### config.mk
export PLATFORM = sky130hd
export DESIGN_NAME = vram_dma
export DESIGN_NICKNAME = d
export VERILOG_FILES = /design/src/rtl/vram_dma.sv
export SDC_FILE = /design/constraint.sdc
export NUM_CORES = 1
export LEC_CHECK = 0
export ABC_AREA = 1
export BUFFER_PORTS_ARGS = -buffer_cell sky130_fd_sc_hd__buf_2
export CORE_MARGIN = 2
export CORE_UTILIZATION = 30
export DETAILED_ROUTE_END_ITERATION = 6
export MAX_ROUTING_LAYER = met4
export PLACE_DENSITY = 0.51
export RECOVER_POWER = 100
export SETUP_SLACK_MARGIN = 0.2
export SLEW_MARGIN = 5
export SYNTH_ARGS = -nofsm -noshare
export SYNTH_HDL_FRONTEND = slang
export SYNTH_SLANG_ARGS = --single-unit
### constraint.sdc
create_clock -name clk -period 2.6 [get_ports clk]
set_input_delay 0.52 -clock clk [delete_from_list [all_inputs] [get_ports clk]]
set_output_delay 0.52 -clock clk [all_outputs]
set_load 0.02 [all_outputs]
### src/rtl/vram_dma.sv
// VRAM DMA engine: CPU-programmed fill/copy over the video block's CPU port.
// One byte per iteration; every iteration is an access state followed by a wait state and an optional stall state.
module vram_dma (
    input  logic        clk,
    input  logic        reset_n,
    input  logic        sel,
    input  logic        we,
    input  logic [2:0]  addr,
    input  logic [7:0]  din,
    output logic [7:0]  dout,
    output logic        irq,
    output logic        bus_req,
    output logic        v_sel,
    output logic        v_we,
    output logic [12:0] v_addr,
    output logic [7:0]  v_din,
    input  logic [7:0]  v_dout,
    input  logic        v_rdy
);

    localparam int unsigned AW = 13;
    localparam int unsigned DW = 8;

    localparam logic [2:0] S_IDLE = 3'd0;
    localparam logic [2:0] S_RD   = 3'd1;
    localparam logic [2:0] S_RDW  = 3'd2;
    localparam logic [2:0] S_RDS  = 3'd3;
    localparam logic [2:0] S_WR   = 3'd4;
    localparam logic [2:0] S_WRW  = 3'd5;
    localparam logic [2:0] S_WRS  = 3'd6;

    logic [2:0]    state_q, state_d;
    logic [AW-1:0] src_q, src_d;
    logic [AW-1:0] dst_q, dst_d;
    logic [AW-1:0] len_q, len_d;
    logic [DW-1:0] fill_q, fill_d;
    logic [DW-1:0] data_q, data_d;
    logic          mode_q, mode_d;
    logic          dir_q, dir_d;
    logic          ie_q, ie_d;
    logic          done_q, done_d;
    logic          abort_q, abort_d;
    logic [DW-1:0] dout_q, dout_d;
    logic          irq_q, irq_d;
    logic          bus_req_q, bus_req_d;
    logic          v_sel_q, v_sel_d;
    logic          v_we_q, v_we_d;
    logic [AW-1:0] v_addr_q, v_addr_d;
    logic [DW-1:0] v_din_q, v_din_d;

    logic          busy_c;
    logic          ctrl_wr_c;
    logic          abort_now_c;
    logic          adv_c;
    logic [AW-1:0] step_c;

    assign busy_c      = (state_q != S_IDLE);
    assign ctrl_wr_c   = sel && we && (addr == 3'd7);
    assign abort_now_c = abort_q || (ctrl_wr_c && busy_c && din[4]);
    assign step_c      = dir_q ? {AW{1'b1}} : AW'(1);

    // State register and registered outputs
    always_ff @(posedge clk or negedge reset_n) begin
        if (!reset_n) begin
            state_q   <= S_IDLE;
            src_q     <= '0;
            dst_q     <= '0;
            len_q     <= '0;
            fill_q    <= '0;
            data_q    <= '0;
            mode_q    <= 1'b0;
            dir_q     <= 1'b0;
            ie_q      <= 1'b0;
            done_q    <= 1'b0;
            abort_q   <= 1'b0;
            dout_q    <= '0;
            irq_q     <= 1'b0;
            bus_req_q <= 1'b0;
            v_sel_q   <= 1'b0;
            v_we_q    <= 1'b0;
            v_addr_q  <= '0;
            v_din_q   <= '0;
        end else begin
            state_q   <= state_d;
            src_q     <= src_d;
            dst_q     <= dst_d;
            len_q     <= len_d;
            fill_q    <= fill_d;
            data_q    <= data_d;
            mode_q    <= mode_d;
            dir_q     <= dir_d;
            ie_q      <= ie_d;
            done_q    <= done_d;
            abort_q   <= abort_d;
            dout_q    <= dout_d;
            irq_q     <= irq_d;
            bus_req_q <= bus_req_d;
            v_sel_q   <= v_sel_d;
            v_we_q    <= v_we_d;
            v_addr_q  <= v_addr_d;
            v_din_q   <= v_din_d;
        end
    end

    // Register file, transfer FSM and next output values
    always_comb begin
        state_d   = state_q;
        src_d     = src_q;
        dst_d     = dst_q;
        len_d     = len_q;
        fill_d    = fill_q;
        data_d    = data_q;
        mode_d    = mode_q;
        dir_d     = dir_q;
        ie_d      = ie_q;
        done_d    = done_q;
        abort_d   = abort_q;
        dout_d    = dout_q;
        v_addr_d  = v_addr_q;
        v_din_d   = v_din_q;
        adv_c     = 1'b0;

        if (sel && we && !busy_c) begin
            case (addr)
                3'd0:    src_d[7:0]  = din;
                3'd1:    src_d[12:8] = din[4:0];
                3'd2:    dst_d[7:0]  = din;
                3'd3:    dst_d[12:8] = din[4:0];
                3'd4:    len_d[7:0]  = din;
                3'd5:    len_d[12:8] = din[4:0];
                3'd6:    fill_d      = din;
                default: begin
                    mode_d = din[1];
                    dir_d  = din[2];
                    ie_d   = din[3];
                end
            endcase
        end
        if (ctrl_wr_c && din[6]) done_d = 1'b0;
        if (ctrl_wr_c && busy_c && din[4]) abort_d = 1'b1;

        case (state_q)
            S_IDLE: begin
                // start overrides a simultaneous done-clear
                if (ctrl_wr_c && din[0]) begin
                    if (len_q == '0) begin
                        done_d = 1'b1;
                    end else begin
                        done_d  = 1'b0;
                        state_d = din[1] ? S_RD : S_WR;
                    end
                end
            end
            S_RD:  state_d = S_RDW;
            S_RDW: begin
                if (v_rdy) begin
                    data_d  = v_dout;
                    state_d = abort_now_c ? S_IDLE : S_WR;
                end else begin
                    state_d = S_RDS;
                end
            end
            S_RDS: begin
                data_d  = v_dout;
                state_d = abort_now_c ? S_IDLE : S_WR;
            end
            S_WR:  state_d = S_WRW;
            S_WRW: begin
                if (v_rdy) adv_c = 1'b1;
                else       state_d = S_WRS;
            end
            S_WRS: adv_c = 1'b1;
            default: state_d = S_IDLE;
        endcase

        // Byte retired: step pointers and pick the next iteration
        if (adv_c) begin
            len_d = len_q - AW'(1);
            dst_d = dst_q + step_c;
            if (mode_q) src_d = src_q + step_c;
            if (abort_now_c) begin
                state_d = S_IDLE;
            end else if (len_d == '0) begin
                state_d = S_IDLE;
                done_d  = 1'b1;
            end else begin
                state_d = mode_q ? S_RD : S_WR;
            end
        end

        if (state_d == S_IDLE) abort_d = 1'b0;

        bus_req_d = (state_d != S_IDLE);
        v_sel_d   = (state_d == S_RD) || (state_d == S_WR);
        v_we_d    = (state_d == S_WR);
        if (state_d == S_RD) v_addr_d = src_d;
        if (state_d == S_WR) begin
            v_addr_d = dst_d;
            v_din_d  = mode_d ? data_d : fill_q;
        end
        irq_d = done_d && ie_d;

        if (sel && !we) begin
            case (addr)
                3'd0:    dout_d = src_q[7:0];
                3'd1:    dout_d = {3'b000, src_q[12:8]};
                3'd2:    dout_d = dst_q[7:0];
                3'd3:    dout_d = {3'b000, dst_q[12:8]};
                3'd4:    dout_d = len_q[7:0];
                3'd5:    dout_d = {3'b000, len_q[12:8]};
                3'd6:    dout_d = fill_q;
                default: dout_d = {busy_c, done_q, 2'b00, ie_q, dir_q, mode_q, 1'b0};
            endcase
        end
    end

    assign dout    = dout_q;
    assign irq     = irq_q;
    assign bus_req = bus_req_q;
    assign v_sel   = v_sel_q;
    assign v_we    = v_we_q;
    assign v_addr  = v_addr_q;
    assign v_din   = v_din_q;

endmodule

---- After elaboration in Yosys (flattened, before gate mapping) ----
Cells that the tools add are included.
operators by class
  multiplexer cells ....................... 46
  $mul .................................... 0
  shifts and indexed selects .............. 0
  bitwise operators ....................... 1
  divide/modulo/power cells ............... 0
  equal/unequal tests ..................... 15
  reduce and logical (&&, ||, !) cells .... 30
  order comparisons ....................... 0
  add/subtract/negate cells ............... 3
operators by type and width
  cell                     count
  $mux W13                 10
  $pmux W8 S7              1
  $mux W8                  5
  $mux W3                  10
  $add A13 B13 Y13         2
  $logic_not A13 Y1        2
  $eq A3 B3 Y1 const B     8
  $pmux W3 S7              1
  $pmux W8 S2              1
  $mux W5                  3
  $mux W1                  14
  $sub A13 B1 Y13 const B  1
  $eq A3 B2 Y1 const B     4
  $reduce_bool A2 Y1       5
  $eq A3 B1 Y1 const B     3
  $logic_and A1 B1 Y1      9
  $logic_not A3 Y1         3
  $reduce_and A2 Y1        4
  $reduce_or A7 Y1         1
  $reduce_bool A3 Y1       2
  $logic_not A1 Y1         2
  $logic_or A1 B1 Y1       2
  $pmux W1 S2              1
  $not A1 Y1               1
storage, ports and cells
  memory bits (writable) .................. 0
  bits in registers ....................... 96
  memories kept ........................... 0
  latch bits .............................. 0
  input bits .............................. 24
  memory bits (read-only) ................. 0

---- Depth between registers and ports, before layout ----
Gate-level depths: netlist of the first run.
  word-level depth ........................ 12
  gate-level depth with buffers ........... 18

---- Worst setup path before layout of the first run ----
No wires, ideal clock.
  path kind ............................... reg2reg
  from .................................... reg dir_q
  to ...................................... reg v_addr_q[6] (netlist: v_addr[6])
  slack ................................... 0.055 ns
  data arrival time ....................... 2.476 ns
  buffers on the path ..................... 0
  library setup time ...................... 0.069 ns
  cell stages (with the launch flop) ...... 13
  path through ............................ dfrtp_1 > inv_1 > fa_1 > inv_1 > nand3_1 > nand2_1 > inv_1 > o21ai_0 > inv_1 > or2_2 > a31oi_1 > nand4_1 > nand3_1
on the way
  elaborated cells on any way between the ends .. 8
RTL lines
  item                    RTL line  RTL
  from (decl)             39        logic dir_q, dir_d;
  from (signal assigned)  91        dir_q <= dir_d;
  $mux W13                60        assign step_c = dir_q ? {AW{1'b1}} : AW'(1);
  $add A13 B13 Y13        179       dst_d = dst_q + step_c;
  $mux W13                177       if (adv_c) begin
  via dst_d[6]            34        logic [AW-1:0] dst_q, dst_d;
  $mux W13                197       if (state_d == S_WR) begin
  to (signal assigned)    100       v_addr_q <= v_addr_d;
  to (decl)               48        logic [AW-1:0] v_addr_q, v_addr_d;
The timed path passes the listed nets, and every way through them passes these cells. The select of a mux whose other input is x is not followed.
A chain may end at the register's enable or synchronous reset.

---- Final worst setup path of the first run ----
  from .................................... reg dir_q
  to ...................................... reg v_addr_q[9] (netlist: v_addr[9])
Same word-level chain as after synthesis.

==> results.py, run 1 <==
metrics = {
    "cts": {
        "cts_sinks": 96,
        "clock_path_buffers": 2,
        "cts_hold_buf": 0,
        "clock_latency_ns": 0.36,
        "clk_pin_slew_ns": 0.08,
        "numCtsBuffers": 9,
        "cts_max_level": 3,
        "cts-root-buf": "clkbuf_16",
        "cts_tree": "built",
    },
    "synthesis": {
        "ys.flop_type": "dfrtp_1",
        "ys_seq_area_frac": 0.382,
        "syn-cell-area_mm2": 0.00628,
        "yosys-top-cells-count": "nand2_1 (173), inv_1 (97), dfrtp_1 (96)",
        "netlist_top_cells_area": "dfrtp_1 (38%), nand2_1 (10%), inv_1 (5.8%)",
        "synth_most_common_cell": "nand2_1",
        "synth_top_area_frac": 0.382,
        "synth_edf_count": 0,
        "synthArstFlopShare": 1.00,
        "yosys.area.top_type": "dfrtp_1",
        "synth-warning-count": 0,
        "synth_fp_nets": 875,
        "synth-seq-cells": 96,
        "synthCells": 824,
        "syn_avg_cell_area_um2": 7.62,
        "synth_cell_type_count": 48,
    },
    "placed_design": {
        "gp_congestion": 0.919,
        "place_area_mm2": 0.00705,
        "pre_cts_slack_ns": 0.101,
        "io_buffers": 56,
        "placed_cells": 1157,
        "dp_hpwl_um": 16000,
    },
    "sta": {
        "finClkSkew_ns": 0.0110,
        "fin_crit_sh": 0.922,
        "setup_slack_ns": 0.203,
        "setup-tns-final_ns": 0,
        "tightestPinTransition_ns": 0.989,
        "rsz0062_at_grt": "yes",
        "slew_viol_final": 0,
        "hold_viol_final": 0,
        "max_slew_margin": 0.340,
        "min_period_ns": 2.40,
        "setup_viol": 0,
        "whs_ns": 0.293,
        "max_freq_mhz": 417,
    },
    "global_routing": {
        "grt_first_pass_wirelength_um": 32600,
        "grt_pass1_vias": 5703,
        "track_usage": 0.200,
        "antenna_found_initial": 0,
        "grt_max_degree": 36,
        "gr-total-overflow": 0,
    },
    "finish": {
        "n_fill_cell": 2173,
        "nets": 967,
        "fin_area_mm2": 0.00754,
        "drive_gt1_frac": 0.165,
        "stdcell_count": 1191,
        "multi_input_area_mm2": 0.00350,
        "regArea_mm2": 0.00241,
        "fin_util": 0.370,
        "area_growth_syn_to_layout_pct": 20.0,
        "antenna_cells": 0,
    },
    "setup_path": {
        "r2r_setup_slack_ns": 0.20,
        "required_ns": 2.85,
        "startpoint": "dir_q",
        "worstPathArrival_ns": 2.65,
        "cp_max_fo": 11,
        "worstReg2RegStart": "dir_q",
        "critPathKind": "reg -> reg",
        "worstSetupEndpointType": "register",
        "start_kind": "register",
    },
    "pwr": {
        "p_seq_frac": 0.268,
        "p_int_mw": 5.16,
        "power_mw": 10.4,
        "p_clk_frac": 0.132,
        "p_sw_mw": 5.24,
        "leakage_nw": 3.59,
        "powerDensity_mw_per_mm2": 1380,
        "ir_drop_mv": 0.401,
        "combPwrFrac": 0.600,
        "swShare": 0.504,
    },
    "routing": {
        "viasPerCell": 5.10,
        "drt_wl_total_um": 21300,
        "drc_errors": 0,
        "ant_nets": 0,
        "via_count": 6078,
        "drt-wirelength-per-cell_um": 17.8,
        "drt_iter0_drc": 528,
        "first_pass_iters": 5,
    },
    "min_path": {
        "hold_class": "in -> async",
    },
    "job": {
        "maxCapViolCount": 0,
    },
    "floorplan": {
        "dieArea_mm2": 0.0221,
        "ioPinCount": 57,
        "rows": 52,
        "start_util": 0.308,
        "die_h_um": 149,
        "fp.dieW_um": 149,
        "core_mm2": 0.0204,
    },
    "status": {
        "status": "complete, no violations",
    },
}
sequential cells by signal, summed over array words and instances (netlist names), 3 cells and up:
signal / cells
dout: 8
v_addr: 13
v_din: 8
state_q: 3
src_q: 13
data_q: 8
fill_q: 8
len_q: 13
dst_q: 13
metal layers:
| layer | GRT usage | vias to the layer above | routed length (um) |
|---|---|---|---|
| met4 | 0.0790 | 0 | 720 |
| met1 | 0.273 | 2850 | 9890 |
| met3 | 0.0301 | 32 | 1190 |
| met5 | - | - | 0 |
| met2 | 0.298 | 204 | 9460 |
| li1 | - | 2992 | - |
cells by family after synthesis:
kind of cell	count (synthesis)	share of synthesized area
buffers and inverters	127	0.0805
AOI/OAI and AO/OA	181	0.167
DFF	96	0.382
adders and majority gates	27	0.0562
muxes	12	0.0201
and+or+nand+nor	372	0.281
xor gates and xnor gates	9	0.0125
final timing paths:
kind / endpoint / cells past startpoint
min in group clk: data_q[0] / 3
max in group asynchronous: src_q[7] / 2
max: v_addr[9] / 12
min reg2reg: dout[4] / 2
min: len_q[12] / 1
max reg2reg: v_addr[9] / 12
power by group through the flow:
stage,clock network (mW),registers (mW),logic [mW]
after global placement,0,2.78,5.72
after floorplan,0,2.84,3.90
after CTS,1.40,2.76,5.86
after global routing,1.46,2.88,6.94
final,1.37,2.79,6.24
after detailed placement,0,2.77,5.72
cell type report:
cell class | instances | area share
clock buffer | 9 | 0.0299
sequential | 96 | 0.320
timing repair buffer | 99 | 0.0779
tap | 270 | 0.0448
clock inverter | 7 | 0.00980
multi-input combinational | 602 | 0.464
inverter | 108 | 0.0541
cell usage in the layout (no fill, tap or decap), types with 3 or more instances in the layout:
master     synthesis  layout
clkbuf_2           0       3
nand3_2           10       9
nor2_4             5       7
ha_4               0       4
o22ai_1           11      11
clkbuf_1           9      39
buf_4              4      29
nand2_1          173     174
o211ai_1           8       8
dfrtp_1           96      91
ha_1              25      21
a211oi_1           4       4
nor3_1            16      17
dfrtp_2            0       5
mux2i_1            7       7
a221oi_1           7       7
nand2_4            4       5
o221ai_1           6       6
inv_1             97      93
clkinv_4           0       3
buf_2              5      21
o21ai_0           65      65
xor2_1             5       5
nor2_1            68      60
xnor2_1            4       3
a21oi_1           58      56
inv_2             11      14
nand4_1           19      19
mux2_2             5       5
o21a_1             3       3
nor2_2             4      10
nand3_1           61      62
clkbuf_16          0      10
worst max-delay path, stage by stage, from the launching register on:
cell	delay [ns]
dfrtp_1	0.47
buf_6	0.20
ha_4	0.30
nand2_1	0.08
nor3_1	0.15
nand2_1	0.07
nand2_1	0.15
a21boi_0	0.14
or2_2	0.29
nand3_1	0.07
nand2_1	0.16
nand4_1	0.14
nand3_1	0.07
timing repair:
action	CTS	global route
gates cloned	0	2
gates resized for setup	8	37
pin swaps	2	11
setup endpoints to repair	24	26
setup buffers	2	14
No activity file was read; power rests on OpenSTA's default activity.
==> run 2: changes to the inputs <==
Settings changed: CELL_PAD_IN_SITES_DETAIL_PLACEMENT set to 1, CELL_PAD_IN_SITES_GLOBAL_PLACEMENT set to 1, PLACE_DENSITY 0.51 to 0.61.
Clock period 2.6 ns to 2.33 ns, I/O delays scaled along.
==> run 2 against run 1 <==
- the flow now finishes with violations (setup timing)
- sequential power rose by 13%
- clock skew rose by 0.0024 ns
- register-to-register slack got worse by 0.23 ns
- setup slack got worse by 0.23 ns
- via count rose by 5.5%
- core utilization rose by 5.7 points
- fmax rose by 1.8%
- sequential cell count did not move
- count of clock-buffer cells in the layout did not move
- total power rose by 38%
- critical path type unchanged
- highest routed layer unchanged
==> results.py, run 2 (same netlist as run 1, synthesis figures left out) <==
metrics = {
    "floorplan": {
        "ioPinCount": 57,
        "core_mm2": 0.0204,
        "die_h_um": 149,
        "start_util": 0.308,
        "dieArea_mm2": 0.0221,
        "rows": 52,
        "fp.dieW_um": 149,
    },
    "global_routing": {
        "antenna_found_initial": 0,
        "gr-total-overflow": 0,
        "track_usage": 0.230,
        "grt_max_degree": 65,
        "grt_first_pass_wirelength_um": 37500,
        "grt_pass1_vias": 6469,
    },
    "setup_path": {
        "worstPathArrival_ns": 2.61,
        "crit_family": "simple AND/OR/NAND/NOR gates",
        "slowest_stage": "dfrtp_1",
        "worstSetupEndpointType": "register",
        "critPathKind": "reg -> reg",
        "crit_chain": "inv_2 > ha_4 > buf_12 > xnor2_4 > nand2_2 > nor2_4 > nand3_2 > nor2_1 > nand4_1 > nand2_2 > nand4_4 > buf_8 > nand3_2 > nand3_2",
        "worstReg2RegStart": "len_q[1]",
        "worstPathBufferInverterCount": 3,
        "cp_max_fo": 8,
        "required_ns": 2.58,
        "cpMostUsedCell": "nand3_2",
        "slowest_delay_ns": 0.39,
        "startpoint": "len_q[1]",
        "start_kind": "register",
    },
    "sta": {
        "hold_viol_final": 0,
        "setup_viol": 17,
        "min_period_ns": 2.35,
        "max_freq_mhz": 425,
        "setup_slack_ns": -0.0248,
        "finClkSkew_ns": 0.0134,
        "tightestPinTransition_ns": 0.913,
        "slew_viol_final": 0,
        "fin_crit_sh": 1.01,
        "whs_ns": 0.322,
        "max_slew_margin": 0.392,
        "rsz0062_at_grt": "yes",
    },
    "status": {
        "status": "finished with violations",
        "failed_checks": "setup timing",
    },
    "routing": {
        "drc_errors": 0,
        "first_pass_iters": 4,
        "via_count": 6410,
        "drt-wirelength-per-cell_um": 19.2,
        "viasPerCell": 5.08,
        "ant_nets": 0,
        "drt_wl_total_um": 24300,
        "drt_iter0_drc": 420,
    },
    "placed_design": {
        "io_buffers": 56,
        "place_area_mm2": 0.00749,
        "dp_hpwl_um": 18500,
        "gp_congestion": 0.909,
        "pre_cts_slack_ns": -0.146,
    },
    "cts": {
        "clock_path_buffers": 2,
        "cts_tree": "built",
        "cts-root-buf": "clkbuf_16",
        "numCtsBuffers": 9,
        "clock_latency_ns": 0.37,
        "clk_pin_slew_ns": 0.08,
        "cts_sinks": 96,
        "cts_max_level": 3,
    },
    "finish": {
        "regArea_mm2": 0.00241,
        "layout_commonest_cell": "nand2_1",
        "antenna_cells": 0,
        "multi_input_area_mm2": 0.00397,
        "nets": 1037,
        "final_cell_mix": "nand2_1 (149), inv_1 (90), dfrtp_1 (90)",
        "area_growth_syn_to_layout_pct": 38.3,
        "fin_area_mm2": 0.00869,
        "n_fill_cell": 2499,
        "drive_gt1_frac": 0.310,
    },
    "pwr": {
        "ir_drop_mv": 0.680,
        "leakage_nw": 4.07,
        "power_mw": 14.3,
        "powerDensity_mw_per_mm2": 1650,
    },
    "job": {
        "maxCapViolCount": 0,
    },
    "min_path": {
        "hold_class": "in -> reg",
        "hp-start": "v_dout[3]",
    },
}
[run 2: changes by cell type in the layout (fill, tap and decap cells not counted), sizes merged]
cell / previous run / this run
dlygate4sd3: 0 / 1
buf: 54 / 123
clkbuf: 54 / 53
nand4: 21 / 20
nand2: 181 / 182
inv: 111 / 112
[run 2: final cells by class]
| class | instances | area share |
|---|---|---|
| Multi-Input combinational cell | 602 | 0.457 |
| Tap cell | 270 | 0.0389 |
| Clock buffer | 9 | 0.0259 |
| Clock inverter | 7 | 0.00936 |
| Sequential cell | 96 | 0.278 |
| Timing Repair inverter | 1 | 0.00101 |
| Timing Repair Buffer | 168 | 0.141 |
| Inverter | 108 | 0.0490 |
[run 2: path summary, 6_finish.rpt]
path / slack, ns / cells after the start / to
worst min register to register: 0.48 / 2 / data_q[6]
worst max register to register: -0.02 / 14 / v_addr[5]
max in group asynchronous: 0.46 / 3 / len_q[5]
worst max-delay path: -0.02 / 14 / v_addr[5]
worst min-delay path: 0.32 / 3 / data_q[3]
min in group asynchronous: 0.54 / 2 / len_q[6]
[run 2: power by group]
group	internal, mW	switching [mW]
Combinational	4.14	5.49
Sequential	2.43	0.719
Clock	0.769	0.789
[run 2: tightest hold or removal path, cell delays in order]
cell,delay [ns]
buf_2,0.07
mux2i_1,0.05
inv_1,0.06
[run 2: what timing repair did]
item	CTS	global route
endpoints found under the setup margin	40	43
gates resized for setup	95	67
setup buffers	19	6
cloned	2	2
pin swaps	31	44
hold buffers	1	0
hold endpoints to repair	4	0
[run 2: through the flow]
step | TNS (ns) | cells | utilization
after floorplan | 0 | 824 | -
after global placement | -1.23 | 1215 | 0.368
after detailed placement | -1.14 | 1215 | 0.368
after CTS | 0 | 1253 | 0.414
after global routing | -2.57 | 1261 | 0.427
final | -0.187 | 1261 | 0.427
[run 2: metal layers]
layer,GRT usage,wire length (um),share of wire
met5,-,0,0
met4,0.0643,461,0.019
met3,0.0276,765,0.032
met2,0.368,11600,0.48
met1,0.310,11400,0.47
==> run 3: changes to the inputs <==
--- a/config.mk
+++ b/config.mk
@@ -8,2 +8,3 @@
 export ABC_AREA = 1
+export ABC_CLOCK_PERIOD_IN_PS = 2330
 export BUFFER_PORTS_ARGS = -buffer_cell sky130_fd_sc_hd__buf_2
@@ -11,3 +12,2 @@
 export CELL_PAD_IN_SITES_GLOBAL_PLACEMENT = 1
-export CORE_MARGIN = 2
 export CORE_UTILIZATION = 30
==> constraint.sdc (replaced) <==
create_clock -name clk -period 2.33 [get_ports clk]
set_input_delay 0.5825 -clock clk [delete_from_list [all_inputs] [get_ports clk]]
set_output_delay 0.5825 -clock clk [all_outputs]
set_load 0.02 [all_outputs]
==> run 3 against run 2 <==
- the flow finishes with violations (capacitance limit, slew limit, setup timing)
- cell area is 4.7% higher
- routed wire length up 6.7%
- sequential cell count did not move
- count of clock-buffer cells in the layout up 1
- fmax is 0.12% lower
- final cell count up 1.2%
- die area fell by 2.7%
- setup slack worse by 0.0029 ns
- largest cell class unchanged
- largest power group unchanged
==> results.py, run 3 (same netlist as run 1, synthesis figures left out) <==
metrics = {
    "finish": {
        "layout_commonest_cell": "nand2_1",
        "stdcell_count": 1276,
        "drive_gt1_frac": 0.386,
        "antenna_cells": 0,
        "area_growth_syn_to_layout_pct": 44.9,
        "final_cell_mix": "nand2_1 (139), buf_4 (98), dfrtp_1 (91)",
        "nets": 1052,
    },
    "setup_path": {
        "crit_family": "buffers and inverters",
        "slowest_delay_ns": 0.50,
        "slowest_stage": "dfrtp_4",
        "start_kind": "register",
        "crit_chain": "buf_12 > inv_6 > fa_2 > inv_2 > nand3_2 > nand2_2 > inv_2 > o21ai_4 > inv_2 > buf_6 > buf_4 > nand2_2 > a31oi_1 > buf_4 > nand4_1 > nand3_2",
        "cpMostUsedCell": "inv_2",
        "cp.depth": 16,
        "r2r_setup_slack_ns": -0.03,
        "worstPathArrival_ns": 2.61,
        "cp_max_fo": 6,
        "rr_worst_depth": 16,
        "worstReg2RegStart": "dir_q",
        "worstPathBufferInverterCount": 8,
        "required_ns": 2.59,
        "r2r_end": "v_addr[6]",
        "worstSetupEndpointType": "register",
        "critPathKind": "reg -> reg",
    },
    "sta": {
        "min_period_ns": 2.36,
        "rsz0062_at_grt": "yes",
        "tightestPinTransition_ns": 1.73,
        "max_freq_mhz": 424,
        "setup_viol": 3,
        "setup-tns-final_ns": -0.0388,
        "finClkSkew_ns": 0.0126,
        "max_slew_margin": -0.156,
        "slew_viol_final": 29,
        "setup_slack_ns": -0.0277,
        "fin_crit_sh": 1.01,
        "hold_viol_final": 0,
    },
    "cts": {
        "cts_tree": "built",
        "cts_hold_buf": 0,
        "cts-root-buf": "clkbuf_16",
        "numCtsBuffers": 9,
        "cts_max_level": 3,
        "clock_path_buffers": 2,
        "clock_latency_ns": 0.36,
        "cts_sinks": 96,
        "clk_pin_slew_ns": 0.08,
    },
    "floorplan": {
        "dieArea_mm2": 0.0215,
        "start_util": 0.308,
        "rows": 52,
        "fp.dieW_um": 147,
        "die_h_um": 147,
        "core_mm2": 0.0204,
        "ioPinCount": 57,
    },
    "routing": {
        "drc_errors": 0,
        "drt-wirelength-per-cell_um": 20.3,
        "drt_iter0_drc": 383,
        "via_count": 6556,
        "viasPerCell": 5.14,
        "first_pass_iters": 5,
        "drt_wl_total_um": 25900,
        "ant_nets": 0,
    },
    "min_path": {
        "hold_class": "in -> reg",
        "whs_path_depth": 3,
        "holdPathEnd": "data_q[7]",
        "hp-start": "v_dout[7]",
    },
    "job": {
        "maxCapViolCount": 1,
    },
    "pwr": {
        "p_seq_frac": 0.210,
        "p_clk_frac": 0.105,
        "p_int_mw": 7.93,
        "p_sw_mw": 7.35,
        "ir_drop_mv": 0.699,
        "powerDensity_mw_per_mm2": 1680,
        "leakage_nw": 4.29,
        "combPwrFrac": 0.685,
        "swShare": 0.481,
    },
    "global_routing": {
        "gr-total-overflow": 0,
        "grt_pass1_vias": 6778,
        "antenna_found_initial": 0,
        "track_usage": 0.247,
        "grt_max_degree": 52,
        "grt_first_pass_wirelength_um": 39100,
    },
    "placed_design": {
        "placed_cells": 1227,
        "io_buffers": 56,
        "dp_hpwl_um": 18900,
        "gp_congestion": 0.874,
        "pre_cts_slack_ns": -0.0344,
    },
    "status": {
        "failed_checks": "capacitance limit, slew limit, setup timing",
        "status": "finished with violations",
    },
}
-- run 3: worst reg2reg max path, cell delays in order (launching register included) --
cell	delay (ns)
dfrtp_4	0.50
buf_12	0.17
inv_6	0.04
fa_2	0.36
inv_2	0.09
nand3_2	0.07
nand2_2	0.09
inv_2	0.05
o21ai_4	0.15
inv_2	0.06
buf_6	0.11
buf_4	0.12
nand2_2	0.05
a31oi_1	0.09
buf_4	0.16
nand4_1	0.08
nand3_2	0.07
-- run 3: worst max-delay path by stage --
stage | from | endpoint | slack [ns]
2_1_floorplan | dir_q | v_addr[6] | 0.21
3_3_place_gp | len_q[3] | v_addr[0] | -0.02
3_5_place_dp | dir_q | v_addr[12] | -0.03
4_1_cts | dir_q | v_addr[10] | 0.03
5_1_grt | dir_q | v_addr[8] | -0.15
6_report | dir_q | v_addr[6] | -0.03
-- run 3: power groups by stage --
stage,combinational [mW],sequential [mW],clock (mW)
6_report,10.5,3.21,1.60
5_1_grt,11.3,3.29,1.68
4_1_cts,8.87,3.12,1.63
3_5_place_dp,7.62,3.10,0
3_3_place_gp,7.46,3.10,0
2_1_floorplan,4.37,3.18,0
-- run 3: layout make-up --
| type | count | area [um2] |
|---|---|---|
| multi-input combinational | 602 | 4160 |
| sequential | 96 | 2410 |
| tap | 270 | 338 |
| clock inverter | 6 | 73.8 |
| fill | 2462 | 11300 |
| timing repair buffer | 184 | 1470 |
| clock buffer | 10 | 229 |
| inverter | 108 | 413 |
-- run 3: metal layers --
layer / track usage / vias to the layer above / routed length, um
met5: - / - / 0
met2: 0.393 / 124 / 12400
met4: 0.0911 / 0 / 949
met3: 0.0227 / 41 / 814
met1: 0.325 / 3247 / 11800
li1: - / 3144 / -
-- run 3: stage by stage --
| step | util | total power [mW] | hold WS (ns) | area, um2 |
|---|---|---|---|---|
| 3_3_place_gp | 0.372 | 10.6 | 0.458 | 7580 |
| 4_1_cts | 0.412 | 13.6 | 0.173 | 8400 |
| 5_1_grt | 0.447 | 16.3 | 0.467 | 9100 |
| 3_5_place_dp | 0.372 | 10.7 | 0.460 | 7580 |
| 2_1_floorplan | - | 7.55 | 0.287 | 6290 |
| 6_report | 0.447 | 15.3 | 0.456 | 9100 |
-- run 3: timing repair --
action / 4_1_cts / 5_1_grt
setup buffers: 18 / 9
resized for setup: 59 / 151
setup endpoints to repair: 39 / 43
cloned: 4 / 2
pin swaps: 19 / 53
